[src/rtl/md_seq_divider_pkg.sv]
// Shared M-extension definitions: funct3 encodings, divider state type, XLEN.
package md_pkg;

    localparam int XLEN = 32;

    // RV32M funct3 encodings; the multiplier decodes the 0xx half.
    localparam logic [2:0] MD_MUL    = 3'b000;
    localparam logic [2:0] MD_MULH   = 3'b001;
    localparam logic [2:0] MD_MULHSU = 3'b010;
    localparam logic [2:0] MD_MULHU  = 3'b011;
    localparam logic [2:0] MD_DIV    = 3'b100;
    localparam logic [2:0] MD_DIVU   = 3'b101;
    localparam logic [2:0] MD_REM    = 3'b110;
    localparam logic [2:0] MD_REMU   = 3'b111;

    typedef enum logic [1:0] {
        DIV_IDLE = 2'd0,
        DIV_BUSY = 2'd1,
        DIV_DONE = 2'd2
    } div_state_t;

    // funct3[2] separates divide/remainder from multiply.
    function automatic logic md_is_div(input logic [2:0] op);
        return op[2];
    endfunction

    // DIV and REM are signed; DIVU and REMU have funct3[0] set.
    function automatic logic md_is_signed(input logic [2:0] op);
        return ~op[0];
    endfunction

    // REM and REMU return the remainder.
    function automatic logic md_is_rem(input logic [2:0] op);
        return op[1];
    endfunction

endpackage

[src/rtl/md_seq_divider.sv]
// Radix-2 restoring divider for RV32M DIV/DIVU/REM/REMU. Holds the pipeline
// via md_alu_stall while iterating, then pulses md_alu_done with the result.
// Divide-by-zero and signed overflow finish after a single stall cycle.
module md_seq_divider
    import md_pkg::*;
#(
    parameter int WIDTH = XLEN
) (
    input  logic             clk,
    input  logic             reset,
    input  logic             md_type,
    input  logic [2:0]       md_operation,
    input  logic [WIDTH-1:0] alu_in1,
    input  logic [WIDTH-1:0] alu_in2,
    output logic [WIDTH-1:0] md_result,
    output logic             md_alu_stall,
    output logic             md_alu_done
);

    localparam int               CW       = $clog2(WIDTH + 1);
    localparam logic [CW-1:0]    CNT_INIT = CW'(WIDTH);
    localparam logic [CW-1:0]    CNT_LAST = CW'(1);
    localparam logic [WIDTH-1:0] MOST_NEG = {1'b1, {(WIDTH-1){1'b0}}};

    div_state_t       state_q, state_d;
    logic [WIDTH-1:0] quo_q, quo_d;     // dividend shifts out of the top, quotient bits enter at bit 0
    logic [WIDTH-1:0] rem_q, rem_d;     // partial remainder
    logic [WIDTH-1:0] dvsr_q, dvsr_d;   // divisor magnitude
    logic [CW-1:0]    cnt_q, cnt_d;
    logic             is_rem_q, is_rem_d;
    logic             neg_quo_q, neg_quo_d;
    logic             neg_rem_q, neg_rem_d;
    logic [WIDTH-1:0] result_q, result_d;
    logic             done_q, done_d;

    logic             req;
    logic             op_signed;
    logic             op_rem;
    logic             in1_neg;
    logic             in2_neg;
    logic             div_zero;
    logic             sgn_ovf;
    logic [WIDTH-1:0] in1_mag;
    logic [WIDTH-1:0] in2_mag;
    logic [WIDTH-1:0] special_res;

    // Request decode, operand magnitudes and early-completion results.
    always_comb begin
        req       = md_type & md_is_div(md_operation);
        op_signed = md_is_signed(md_operation);
        op_rem    = md_is_rem(md_operation);
        in1_neg   = op_signed & alu_in1[WIDTH-1];
        in2_neg   = op_signed & alu_in2[WIDTH-1];
        in1_mag   = in1_neg ? -alu_in1 : alu_in1;
        in2_mag   = in2_neg ? -alu_in2 : alu_in2;
        div_zero  = (alu_in2 == '0);
        sgn_ovf   = op_signed & (alu_in1 == MOST_NEG) & (alu_in2 == '1);
        if (div_zero) begin
            special_res = op_rem ? alu_in1 : '1;
        end else begin
            special_res = op_rem ? '0 : alu_in1;
        end
    end

    logic [WIDTH:0]   shifted;
    logic [WIDTH:0]   trial;
    logic             borrow;
    logic [WIDTH-1:0] rem_step;
    logic [WIDTH-1:0] quo_step;
    logic [WIDTH-1:0] quo_fix;
    logic [WIDTH-1:0] rem_fix;
    logic [WIDTH-1:0] final_res;

    // One restoring step plus sign fix-up of the would-be final result.
    always_comb begin
        shifted   = {rem_q, quo_q[WIDTH-1]};
        trial     = shifted - {1'b0, dvsr_q};
        borrow    = trial[WIDTH];
        // On borrow the shifted remainder is below the divisor, so its top bit is zero.
        rem_step  = borrow ? shifted[WIDTH-1:0] : trial[WIDTH-1:0];
        quo_step  = {quo_q[WIDTH-2:0], ~borrow};
        quo_fix   = neg_quo_q ? -quo_step : quo_step;
        rem_fix   = neg_rem_q ? -rem_step : rem_step;
        final_res = is_rem_q ? rem_fix : quo_fix;
    end

    // Next-state logic, datapath updates and the combinational stall.
    always_comb begin
        state_d      = state_q;
        quo_d        = quo_q;
        rem_d        = rem_q;
        dvsr_d       = dvsr_q;
        cnt_d        = cnt_q;
        is_rem_d     = is_rem_q;
        neg_quo_d    = neg_quo_q;
        neg_rem_d    = neg_rem_q;
        result_d     = result_q;
        done_d       = 1'b0;
        md_alu_stall = 1'b0;
        unique case (state_q)
            DIV_IDLE: begin
                if (req) begin
                    md_alu_stall = 1'b1;
                    quo_d        = in1_mag;
                    dvsr_d       = in2_mag;
                    rem_d        = '0;
                    cnt_d        = CNT_INIT;
                    is_rem_d     = op_rem;
                    neg_quo_d    = op_signed & (alu_in1[WIDTH-1] ^ alu_in2[WIDTH-1]);
                    neg_rem_d    = op_signed & alu_in1[WIDTH-1];
                    if (div_zero || sgn_ovf) begin
                        result_d = special_res;
                        done_d   = 1'b1;
                        state_d  = DIV_DONE;
                    end else begin
                        state_d  = DIV_BUSY;
                    end
                end
            end
            DIV_BUSY: begin
                if (!req) begin
                    // Flushed: release the pipeline now, drop the work silently.
                    state_d = DIV_IDLE;
                end else begin
                    md_alu_stall = 1'b1;
                    quo_d        = quo_step;
                    rem_d        = rem_step;
                    cnt_d        = cnt_q - CNT_LAST;
                    if (cnt_q == CNT_LAST) begin
                        result_d = final_res;
                        done_d   = 1'b1;
                        state_d  = DIV_DONE;
                    end
                end
            end
            DIV_DONE: begin
                state_d = DIV_IDLE;
            end
            default: begin
                state_d = DIV_IDLE;
            end
        endcase
    end

    // State and datapath registers with asynchronous clear.
    always_ff @(posedge clk or posedge reset) begin
        if (reset) begin
            state_q   <= DIV_IDLE;
            quo_q     <= '0;
            rem_q     <= '0;
            dvsr_q    <= '0;
            cnt_q     <= '0;
            is_rem_q  <= 1'b0;
            neg_quo_q <= 1'b0;
            neg_rem_q <= 1'b0;
            result_q  <= '0;
            done_q    <= 1'b0;
        end else begin
            state_q   <= state_d;
            quo_q     <= quo_d;
            rem_q     <= rem_d;
            dvsr_q    <= dvsr_d;
            cnt_q     <= cnt_d;
            is_rem_q  <= is_rem_d;
            neg_quo_q <= neg_quo_d;
            neg_rem_q <= neg_rem_d;
            result_q  <= result_d;
            done_q    <= done_d;
        end
    end

    assign md_result   = result_q;
    assign md_alu_done = done_q;

endmodule

[config.mk]
export PLATFORM = sky130hd
export DESIGN_NAME = md_seq_divider
export DESIGN_NICKNAME = d
export VERILOG_FILES = /design/src/rtl/md_seq_divider_pkg.sv /design/src/rtl/md_seq_divider.sv
export SDC_FILE = /design/constraint.sdc
export NUM_CORES = 1
export LEC_CHECK = 0
export CORE_ASPECT_RATIO = 1.1
export CORE_MARGIN = 3
export CORE_UTILIZATION = 50
export DETAILED_ROUTE_END_ITERATION = 7
export DONT_BUFFER_PORTS = 1
export HOLD_SLACK_MARGIN = 0.02
export PLACE_DENSITY_LB_ADDON = 0.3
export RECOVER_POWER = 25
export SLEW_MARGIN = 15
export SYNTH_ARGS = -nofsm -noshare
export SYNTH_HDL_FRONTEND = slang
export SYNTH_SLANG_ARGS = --single-unit
[constraint.sdc]
create_clock -name clk -period 11.6 [get_ports clk]
set_clock_uncertainty 0.1 [all_clocks]
set_input_delay 2.32 -clock clk [delete_from_list [all_inputs] [get_ports clk]]
set_output_delay 2.32 -clock clk [all_outputs]
set_load 0.01 [all_outputs]
; Word level (Yosys, flattened, before mapping)
; Cells that the tools add are included.
[classes]
n_eq_ne = 9
mux = 35
reduce_logical = 9
bitwise_logic = 9
n_addsub = 6
[op_table]
columns = cell, n
row1 = $mux W32, 17
row2 = $pmux W32 S2, 3
row3 = $neg A32 Y32, 4
row4 = $eq A32 B32 Y1 const B, 2
row5 = $sub A33 B32 Y33, 1
row6 = $logic_not A32 Y1, 1
row7 = $mux W6, 2
row8 = $pmux W6 S2, 1
row9 = $mux W2, 4
row10 = $ne A2 B2 Y1 const B, 4
row11 = $and A1 B1 Y1, 6
row12 = $eq A6 B1 Y1 const B, 1
row13 = $mux W1, 6
row14 = $sub A6 B1 Y6 const B, 1
row15 = $reduce_and A5 Y1, 1
row16 = $pmux W2 S2, 1
row17 = $reduce_and A2 Y1, 2
row18 = $ne A3 B3 Y1 const B, 1
row19 = $reduce_and A3 Y1, 1
row20 = $eq A2 B1 Y1 const B, 1
row21 = $logic_not A2 Y1, 1
row22 = $not A1 Y1, 2
row23 = $pmux W1 S2, 1
row24 = $reduce_bool A2 Y1, 1
row25 = 3 further kinds, 3
[totals]
wordCells = 78
regBits = 140
input_bits = 70
output_inout_bits = 34

; Depth between registers and ports, before layout
; Gate-level depths: netlist of run 1.
[depth]
word_depth = 8
depth_mapped = 25
depth_no_buf = 22

; Worst setup path after synthesis of run 1
; Ideal clock, no wire load.
[synth_timing]
path_kind = input to output
startpoint = in md_type
endpoint = out md_alu_stall
path_slack_ns = 6.256
path_buffers = 1
path_stages = 4
required_ns = 9.180
arrival_time_ns = 2.924
path_cell_list = nand2_1 or2_2 clkbuf_1 clkinv_1
[synth_via]
elab_chain_len = 3
[synth_rtl]
columns = element, line
row1 = from (decl), md_seq_divider.sv:11  ; input logic md_type,
row2 = $and A1 B1 Y1, md_seq_divider.sv:49  ; req = md_type & md_is_div(md_operation);
row3 = $mux W1, "md_seq_divider.sv:102, md_seq_divider.sv:121"
row4 = $mux W1, n/a
row5 = to (decl), md_seq_divider.sv:16  ; output logic md_alu_stall,
; No other way between the ends.

; Worst setup path in the final report of run 1
[layout_timing]
startpoint = reg quo_q[31]
endpoint = reg result_q[20], in the netlist md_result[20]
[layout_via]
elab_chain_len = 8
elab_cells_between_ends = 11
classes_between = add/sub: 3 / mux: 7 / bitwise: 1
[layout_rtl]
columns = element, line
row1 = from (decl), md_seq_divider.sv:26  ; logic [WIDTH-1:0] quo_q, quo_d;
row2 = from (signal assigned), md_seq_divider.sv:160  ; quo_q <= quo_d;
row3 = $sub A33 B32 Y33, md_seq_divider.sv:77  ; trial = shifted - {1'b0, dvsr_q};
row4 = $mux W32 or $not A1 Y1 (tied branches), "md_seq_divider.sv:80, md_seq_divider.sv:81"
row5 = $neg A32 Y32 (on tied branches), "md_seq_divider.sv:83, md_seq_divider.sv:82"
row6 = $mux W32 (on tied branches), "md_seq_divider.sv:83, md_seq_divider.sv:82"
row7 = $mux W32 *, md_seq_divider.sv:84  ; final_res = is_rem_q ? rem_fix : quo_fix;
row8 = $mux W32 *, md_seq_divider.sv:129  ; if (cnt_q == CNT_LAST) begin
row9 = $mux W32 *, md_seq_divider.sv:121  ; if (!req) begin
row10 = $pmux W32 S2 *, md_seq_divider.sv:100  ; unique case (state_q)
row11 = to (signal assigned), md_seq_divider.sv:167  ; result_q <= result_d;
row12 = to (decl), md_seq_divider.sv:33  ; logic [WIDTH-1:0] result_q, result_d;
; Mark *: on every way between the ends. The rest lies on a longest branch, timed or not. The select of a mux whose other input is x is not followed.
; A chain may end at the register's enable or synchronous reset.

==> results.toml, run 1 <==
[yosys]
synth_seq_area_share_pct = 29.3
syn_area_mm2 = 0.0120
synth_common_cells = "nand2_1, o21ai_0, dfrtp_1"
async_flop_share_pct = 100
yosysWarnings = 0
synth.distinct_cells = 80
yosysTopAreaCell = "dfrtp_1"
synth_ff_type = "dfrtp_1"
syn_inst = 1576
yosysMostFrequentCell = "nand2_1"
synth_area_per_cell_um2 = 7.59
yosys.area.top_type_share_pct = 29.3
ys_ff_latch = 140
syn-num-nets = 1686
synth_edf_count = 0
synthTopCellsByArea = "dfrtp_1, o21ai_0, nand2_1, xor2_1, a21oi_1"

[cts]
clkTransAtPathRegs_ns = 0.06
cts_tree = "yes"
cts.htree.levels = 4
cts_root_buf = "clkbuf_16"
clk_path_buf_depth = 2
post_cts_buffers = 0
clkLatencyLatePin_ns = 0.44
cts_buffers = 17
ctsHoldBuffers = 0
post_cts_resized = 0
clock_sinks = 140

[worst_setup_path]
cp_max_fo = 32
critPathMaxStageDelay_ns = 0.54
path_class = "reg -> reg"
worstPathBufferInverterCount = 2
end_kind = "flip-flop"
crit_arrival_ns = 6.40
path_delay_family = "compound AO/OA/AOI/OAI gates"
crit_path_frequent_cell = "a21oi_1"
slowest_stage = "or4_1"
startpoint_type = "flip-flop"
cp_cell_sequence = "inv_1 > ha_1 > fa_1 > nand2b_1 > a21oi_1 > o21ai_2 > a221oi_2 > a221o_2 > nor2_4 > inv_2 > nor2_1 > a21oi_1 > ha_1 > nand2_1 > or3_1 > or4_1 > o31a_1 > o31ai_2 > xor2_1 > a21oi_1 > a21oi_1"
required_ns = 11.86

[die]
die_w_um = 153
io_pins = 104
fp.dieH_um = 168
rows = 58
die-area_mm2 = 0.0258
start_util_pct = 51.5
core_mm2 = 0.0232

[finish]
antenna_cells = 0
final_nets = 1624
final_area_mm2 = 0.0126
multi_input_area_mm2 = 0.00784
drive_gt1_share_pct = 5.64
area_delta_synth_final_pct = 5.46
regArea_mm2 = 0.00350
utilization_pct = 54.3
fillCellCount = 2217

[placement]
port_buffers = 0
pre_cts_slack_ns = 5.58
place_congestion = 0.993
dpl_cell_area_mm2 = 0.0121
hpwl_um = 28700

[global_routing]
grtUsageTotal_pct = 29.0
antenna_found_initial = 0
grt_pass1_vias = 11100
grt_max_degree = 107
grt_pass1_wl_um = 60900
overflow = 0

[pwr]
p_total_mw = 1.73
power_density_mw_per_mm2 = 137
p_leak_nw = 5.08
clockPowerShare_pct = 31.1
pwr-share-comb_pct = 30.2
peakVddDrop_v = 0.0000973
intPower_mw = 1.07
swShare_pct = 38.2
power_frac_seq_pct = 38.6
p_sw_uw = 659

[timing]
finalWorstSetupSlack_ns = 5.46
timing.final.crit_share_pct = 52.9
maxSlewHeadroom_pct = -114
fmax_mhz = 163
rsz0062_at_grt = "no"
min_period_ns = 6.14
finalSetupViolations = 0
drv_slew = 72
tightest_slew_ns = 3.19
setup_tns_ns = 0
hold_violations = 0

[route]
routed_wl_um = 38100
via_count = 11800
routedWlPerCell_um = 20.8
antenna_left = 0
via_per_inst = 6.46
dr.pass1.iters = 6
drc = 0
drt_first_iter_violations = 1388

[run_status]
status = "finished with violations"
violations = "capacitance limit, slew limit"

[job]
cap_violations = 1

[hold_path]
hold_path_class = "reg -> reg"
-- registers in the layout, indices dropped and copies added (netlist names), 2 cells and up --
register	flops
quo_q	32
cnt_q	6
md_result	32
rem_q	32
state_q	2
dvsr_q	32
-- routing by layer --
layer  part of all wire [%]  GRT usage [%]  vias up
li1                       -              -     5572
met1                     42           39.9     5584
met2                     46           45.7      544
met3                    7.4           4.83       99
met4                    4.4           11.7        0
met5                      0              0        -
-- metrics by stage --
step	hold WS, ns	std cells
floorplan	0.350	1576
global placement	0.366	1795
detailed placement	0.370	1795
CTS	0.383	1826
global route	0.410	1826
finish	0.379	1826
-- layout by cell type, fill, tap and decap left out, types with 9 or more instances in the layout --
cell,instances
ha_1,39
or3_1,17
o21ai_0,197
a31oi_1,16
a21oi_1,125
o22ai_1,35
nand3_1,18
dfrtp_1,140
and3_1,10
nor4_1,22
a211oi_1,10
buf_4,13
inv_1,57
o21ai_1,12
nor2_1,114
nor3_1,40
or2_2,9
o31ai_1,28
xnor2_1,57
nand2_1,217
o211ai_1,13
clkbuf_16,17
nand2b_1,18
nand4_1,23
mux2i_1,30
a21o_1,10
xor2_1,78
o41ai_1,13
-- path summary, 6_finish.rpt --
check,startpoint,to,slack (ns),cells after the start
max in group asynchronous,reset,quo_q[27]$_DFFE_PP0P_,6.77,2
worst max-delay path,quo_q[31]$_DFFE_PP0P_,md_result[20]$_DFFE_PP0P_,5.46,21
worst min-delay path,dvsr_q[27]$_DFFE_PP0P_,dvsr_q[27]$_DFFE_PP0P_,0.38,2
worst max register to register,quo_q[31]$_DFFE_PP0P_,md_result[20]$_DFFE_PP0P_,5.46,21
worst min register to register,dvsr_q[27]$_DFFE_PP0P_,dvsr_q[27]$_DFFE_PP0P_,0.38,2
min in group asynchronous,reset,cnt_q[5]$_DFFE_PP0P_,2.59,1
-- tightest hold or removal path: cells and delay by family (launching register included) --
family / cells / cell delay (ns)
simple gates: 1 / 0.04
flops: 1 / 0.34
compound gates: 1 / 0.06
-- cell type report --
| class | count | share of cell area, % |
|---|---|---|
| Timing Repair Buffer | 13 | 0.774 |
| Multi-Input combinational cell | 1281 | 62.1 |
| Tap cell | 300 | 2.98 |
| Sequential cell | 140 | 27.8 |
| Inverter | 61 | 1.86 |
| Clock buffer | 20 | 3.62 |
| Clock inverter | 11 | 0.873 |
-- power by group through the flow --
stage	logic, mW	registers [mW]	clock network [mW]
floorplan	0.409	0.636	0
CTS	0.516	0.665	0.537
detailed placement	0.513	0.674	0
global route	0.585	0.676	0.561
global placement	0.507	0.672	0
finish	0.522	0.667	0.537
-- cells by family (layout without fill, tap and decap cells) --
| kind of cell | Yosys count | after routing | share of synthesized area (%) |
|---|---|---|---|
| simple gates | 542 | 542 | 21.6 |
| buf+inv | 155 | 105 | 5.24 |
| mux | 38 | 38 | 3.26 |
| flops | 140 | 140 | 29.3 |
| compound gates | 525 | 525 | 26.4 |
| xor+xnor | 135 | 135 | 9.88 |
| fa+ha+maj | 41 | 41 | 4.33 |
Note: power is estimated with default switching activity, not from simulation.
==> run 2, diff against run 1 <==
==> constraint.sdc (replaced) <==
create_clock -name clk -period 6.1 [get_ports clk]
set_clock_uncertainty 0.1 [all_clocks]
set_input_delay 1.22 -clock clk [delete_from_list [all_inputs] [get_ports clk]]
set_output_delay 1.22 -clock clk [all_outputs]
set_load 0.01 [all_outputs]
==> run 2 against run 1 <==
  * The run still ends with capacitance limit, slew limit left
  * Design area up 0.24%
  * Wire length grew 2.9%
  * Total power up 91%
  * Worst setup slack got worse by 4.6 ns
  * Die area did not move
  * Utilization increased by 0.13 points
  * Non-clock buffer count increased by 4
  * Hold slack got worse by 0.0017 ns
  * Global-route usage rose by 0.58 points
  * Largest cell class unchanged
  * Largest power group unchanged
==> results.toml, run 2 (synthesis results as in run 1) <==
[placement]
hpwl_um = 29600
place_congestion = 1.03
dpl_cell_area_mm2 = 0.0121
pre_cts_slack_ns = 0.932
port_buffers = 0

[finish]
layout.cells.most_common_list = "nand2_1, o21ai_0, dfrtp_1"
antenna_cells = 0
drive_gt1_share_pct = 5.88
layout_commonest_cell = "nand2_1"
utilization_pct = 54.5
fillCellCount = 2245
multi_input_area_mm2 = 0.00784
final_area_mm2 = 0.0126
regArea_mm2 = 0.00350
area_delta_synth_final_pct = 5.71
final_nets = 1628

[timing]
drv_slew = 100
timing.final.crit_share_pct = 86.0
maxSlewHeadroom_pct = -163
fmax_mhz = 191
holdWs_ns = 0.377
hold_violations = 0
tightest_slew_ns = 3.95
rsz0062_at_grt = "no"
finalSetupViolations = 0
min_period_ns = 5.25
setup_tns_ns = 0
finalWorstSetupSlack_ns = 0.851

[die]
die_w_um = 153
die-area_mm2 = 0.0258
io_pins = 104
fp.dieH_um = 168
core_mm2 = 0.0232
start_util_pct = 51.5
rows = 58

[cts]
post_cts_buffers = 0
cts_tree = "yes"
cts_buffers = 17
post_cts_resized = 0
clock_sinks = 140
clk_path_buf_depth = 2
clkLatencyLatePin_ns = 0.44
ctsHoldBuffers = 0
clkTransAtPathRegs_ns = 0.07
cts_root_buf = "clkbuf_16"
cts.htree.levels = 4

[worst_setup_path]
end_kind = "flip-flop"
critPathMaxStageDelay_ns = 0.52
cp_max_fo = 13
cp_cell_sequence = "inv_1 > ha_1 > fa_1 > nand2b_1 > a21oi_1 > o21ai_2 > a221oi_2 > a221o_2 > buf_4 > nor3_1 > a21oi_1 > ha_1 > nand2_1 > or3_1 > or4_1 > o31a_1 > o31ai_2 > xor2_1 > a21oi_1 > a21oi_1"
path_class = "reg -> reg"
crit_arrival_ns = 5.52
path_delay_family = "compound AO/OA/AOI/OAI gates"
startpoint_type = "flip-flop"
slowest_stage = "or4_1"
required_ns = 6.37
worstPathBufferInverterCount = 2
crit_path_frequent_cell = "a21oi_1"

[global_routing]
overflow = 0
grt_max_degree = 100
grt_pass1_wl_um = 61500
grt_pass1_vias = 10900
grtUsageTotal_pct = 29.6
antenna_found_initial = 0

[pwr]
power_density_mw_per_mm2 = 261
p_leak_nw = 5.12
peakVddDrop_v = 0.000177

[route]
drc = 0
antenna_left = 0
drt_first_iter_violations = 1236
via_count = 11900
routed_wl_um = 39200
routedWlPerCell_um = 21.4
via_per_inst = 6.47
dr.pass1.iters = 6

[run_status]
violations = "capacitance limit, slew limit"
status = "finished with violations"

[job]
cap_violations = 1

[hold_path]
hold_path_class = "reg -> reg"
-- run 2: cell types whose count changed in the layout (fill, tap and decap cells not counted), moves of 2 or more --
cell	before	now
clkbuf_8	2	0
clkinvlp_4	3	0
buf_4	13	17
inv_6	3	6
inv_8	0	4
-- run 2: routing by layer --
layer  routed length [µm]  vias to the layer above  global-route usage (%)
li1                     -                     5578                       -
met1                16600                     5582                    41.2
met2                18000                      594                    46.9
met3                 3140                      101                    4.65
met4                 1460                        0                    10.5
met5                    0                        -                       0
-- run 2: area by class of cell --
cell class,count,share of cell area (%)
clock buffers,17,3.36
repair buffers,17,1.01
clock inverters,15,1.15
multi-input cells,1281,62.0
flip-flops and latches,140,27.7
inverters,61,1.85
well taps,300,2.97
-- run 2: power breakdown --
| part | total, mW | switching (mW) | internal [mW] |
|---|---|---|---|
| clock network | 1.02 | 0.480 | 0.543 |
| logic | 1.01 | 0.637 | 0.373 |
| registers | 1.27 | 0.195 | 1.07 |
-- run 2: final timing paths --
path                                             start                   endpoint  slack, ns  cells past startpoint
worst max-delay path             quo_q[31]$_DFFE_PP0P_  md_result[20]$_DFFE_PP0P_       0.85                     20
worst min-delay path            dvsr_q[15]$_DFFE_PP0P_     dvsr_q[15]$_DFFE_PP0P_       0.38                      2
worst max register to register   quo_q[31]$_DFFE_PP0P_  md_result[20]$_DFFE_PP0P_       0.85                     20
worst min register to register  dvsr_q[15]$_DFFE_PP0P_     dvsr_q[15]$_DFFE_PP0P_       0.38                      2
max in group asynchronous                        reset      rem_q[19]$_DFFE_PP0P_       1.60                      1
min in group asynchronous                        reset      dvsr_q[4]$_DFFE_PP0P_       2.09                      1
-- run 2: metrics by stage --
| stage | power [mW] | instances |
|---|---|---|
| final | 3.30 | 1831 |
| after global routing | 3.48 | 1831 |
| after CTS | 3.29 | 1831 |
| after detailed placement | 2.27 | 1799 |
| after global placement | 2.25 | 1799 |
| after floorplan | 1.99 | 1576 |
-- run 2: worst register-to-register path: stages, from the launching register on --
cell and delay (ns):
dfrtp_1 0.41, inv_1 0.08, ha_1 0.22, fa_1 0.40, nand2b_1 0.19, a21oi_1 0.25
o21ai_2 0.14, a221oi_2 0.36, a221o_2 0.27, buf_4 0.22, nor3_1 0.08, a21oi_1 0.21
ha_1 0.28, nand2_1 0.08, or3_1 0.42, or4_1 0.52, o31a_1 0.30, o31ai_2 0.24
xor2_1 0.17, a21oi_1 0.09, a21oi_1 0.15
==> run 3, diff against run 2 <==
--- a/config.mk
+++ b/config.mk
@@ -11,8 +11,8 @@
 export DETAILED_ROUTE_END_ITERATION = 7
 export DONT_BUFFER_PORTS = 1
 export HOLD_SLACK_MARGIN = 0.02
-export PLACE_DENSITY_LB_ADDON = 0.3
-export RECOVER_POWER = 25
+export PLACE_DENSITY_LB_ADDON = 0.05
+export RECOVER_POWER = 100
 export SLEW_MARGIN = 15
 export SYNTH_ARGS = -nofsm -noshare
 export SYNTH_HDL_FRONTEND = slang
==> constraint.sdc (replaced) <==
create_clock -name clk -period 6.71 [get_ports clk]
set_clock_uncertainty 0.1 [all_clocks]
set_input_delay 1.342 -clock clk [delete_from_list [all_inputs] [get_ports clk]]
set_output_delay 1.342 -clock clk [all_outputs]
set_load 0.01 [all_outputs]
==> run 3 against run 2 <==
  * The run still ends with capacitance limit, slew limit left
  * Via count is 1.2% lower
  * Fmax decreased by 9.3%
  * Highest routed layer is now met5
  * Count of clock-buffer cells in the layout did not move
  * Sequential power shrank 9%
==> results.toml, run 3 (synthesis results as in run 1) <==
[finish]
final_nets = 1626
fillCellCount = 2288
regArea_mm2 = 0.00350
utilization_pct = 54.3
antenna_cells = 0
multi_input_area_mm2 = 0.00782
layout_commonest_cell = "nand2_1"
layout.cells.most_common_list = "nand2_1, o21ai_0, dfrtp_1"
final_area_mm2 = 0.0126
drive_gt1_share_pct = 5.23
area_delta_synth_final_pct = 5.36

[cts]
cts_tree = "yes"
cts_buffers = 17
post_cts_buffers = 0
cts.htree.levels = 4
post_cts_resized = 0
clock_sinks = 140
ctsHoldBuffers = 0
clkTransAtPathRegs_ns = 0.07
clkLatencyLatePin_ns = 0.44
clk_path_buf_depth = 2
cts_root_buf = "clkbuf_16"

[route]
routedWlPerCell_um = 21.4
via_count = 11700
dr.pass1.iters = 7
routed_wl_um = 39200
drc = 0
antenna_left = 0
drt_first_iter_violations = 1210
via_per_inst = 6.41

[timing]
maxSlewHeadroom_pct = -151
setup_tns_ns = 0
drv_slew = 234
finalSetupViolations = 0
rsz0062_at_grt = "no"
min_period_ns = 5.78
fmax_mhz = 173
timing.final.crit_share_pct = 86.2
finalWorstSetupSlack_ns = 0.926
tightest_slew_ns = 3.74
hold_violations = 0

[die]
rows = 58
start_util_pct = 51.5
core_mm2 = 0.0232
io_pins = 104
fp.dieH_um = 168
die-area_mm2 = 0.0258
die_w_um = 153

[global_routing]
grt_max_degree = 81
antenna_found_initial = 1
grt_pass1_wl_um = 62400
grtUsageTotal_pct = 30.1
overflow = 0
grt_pass1_vias = 11100

[worst_setup_path]
slowest_stage = "a221o_1"
end_kind = "flip-flop"
crit_arrival_ns = 6.04
cp_max_fo = 14
critPathMaxStageDelay_ns = 0.70
startpoint_type = "flip-flop"
cp_cell_sequence = "inv_1 > ha_1 > fa_1 > nand2b_1 > a21oi_1 > o21ai_2 > a221oi_1 > a221o_1 > nor2_4 > inv_2 > nor2_1 > a21oi_1 > ha_1 > nand2_1 > or3_1 > or4_1 > o31a_1 > o31ai_2 > xor2_1 > a21oi_1 > a21oi_1"
required_ns = 6.97
crit_path_frequent_cell = "a21oi_1"
path_class = "reg -> reg"

[placement]
hpwl_um = 29500
dpl_cell_area_mm2 = 0.0121
port_buffers = 0
pre_cts_slack_ns = 1.36
place_congestion = 0.927

[run_status]
violations = "capacitance limit, slew limit"
status = "finished with violations"

[pwr]
peakVddDrop_v = 0.000176
p_total_mw = 2.99
p_leak_nw = 5.08
power_density_mw_per_mm2 = 237

[job]
cap_violations = 4

[hold_path]
hold_path_class = "reg -> reg"
## run 3: changes by cell type in the layout (fill, tap and decap cells not counted), moves of 2 or more
cell,previous run,this run
o21ai_1,12,9
or4_4,3,1
o21ai_0,197,200
buf_4,17,10
or4_1,6,8
clkinvlp_4,0,2
clkbuf_1,0,4
inv_6,6,4
## run 3: through the flow
stage          hold slack [ns]  cells
2_1_floorplan            0.350   1576
3_3_place_gp             0.364   1797
3_5_place_dp             0.370   1797
4_1_cts                  0.385   1829
5_1_grt                  0.401   1829
6_report                 0.379   1829
## run 3: critical path: cells and delay by family (launching register included)
kind | cells | cell delay, ns
compound gates | 9 | 2.54
xor+xnor | 1 | 0.17
fa+ha+maj | 3 | 0.89
buf+inv | 2 | 0.24
flops | 1 | 0.41
simple gates | 6 | 1.36
## run 3: report_power, final
part	switching, mW	internal, mW	total, mW	leakage (nW)
Sequential	0.173	0.975	1.15	1.80
Combinational	0.559	0.338	0.897	3.00
Clock	0.448	0.494	0.941	0.278
Total	1.18	1.81	2.99	5.08
## run 3: cell type report
cell class	count	share of cell area, %
multi-input combinational	1281	62.0
sequential	140	27.8
clock buffer	17	3.37
tap	300	2.98
inverter	61	1.87
clock inverter	15	1.19
timing repair buffer	15	0.754
## run 3: final timing paths
| kind | start | end | slack [ns] | cells past startpoint |
|---|---|---|---|---|
| max | quo_q[31]$_DFFE_PP0P_ | md_result[20]$_DFFE_PP0P_ | 0.93 | 21 |
| min | dvsr_q[23]$_DFFE_PP0P_ | dvsr_q[23]$_DFFE_PP0P_ | 0.38 | 2 |
| max reg2reg | quo_q[31]$_DFFE_PP0P_ | md_result[20]$_DFFE_PP0P_ | 0.93 | 21 |
| min reg2reg | dvsr_q[23]$_DFFE_PP0P_ | dvsr_q[23]$_DFFE_PP0P_ | 0.38 | 2 |
| max in group asynchronous | reset | state_q[0]$_DFFE_PP0P_ | 1.93 | 2 |
| min in group asynchronous | reset | dvsr_q[3]$_DFFE_PP0P_ | 1.80 | 1 |
## run 3: metal layers
metal	vias up	track usage [%]	wire length, µm
li1	5562	-	-
met1	5613	42.0	17500
met2	443	47.0	17700
met3	95	4.60	2500
met4	2	11.8	1540
met5	-	0	7
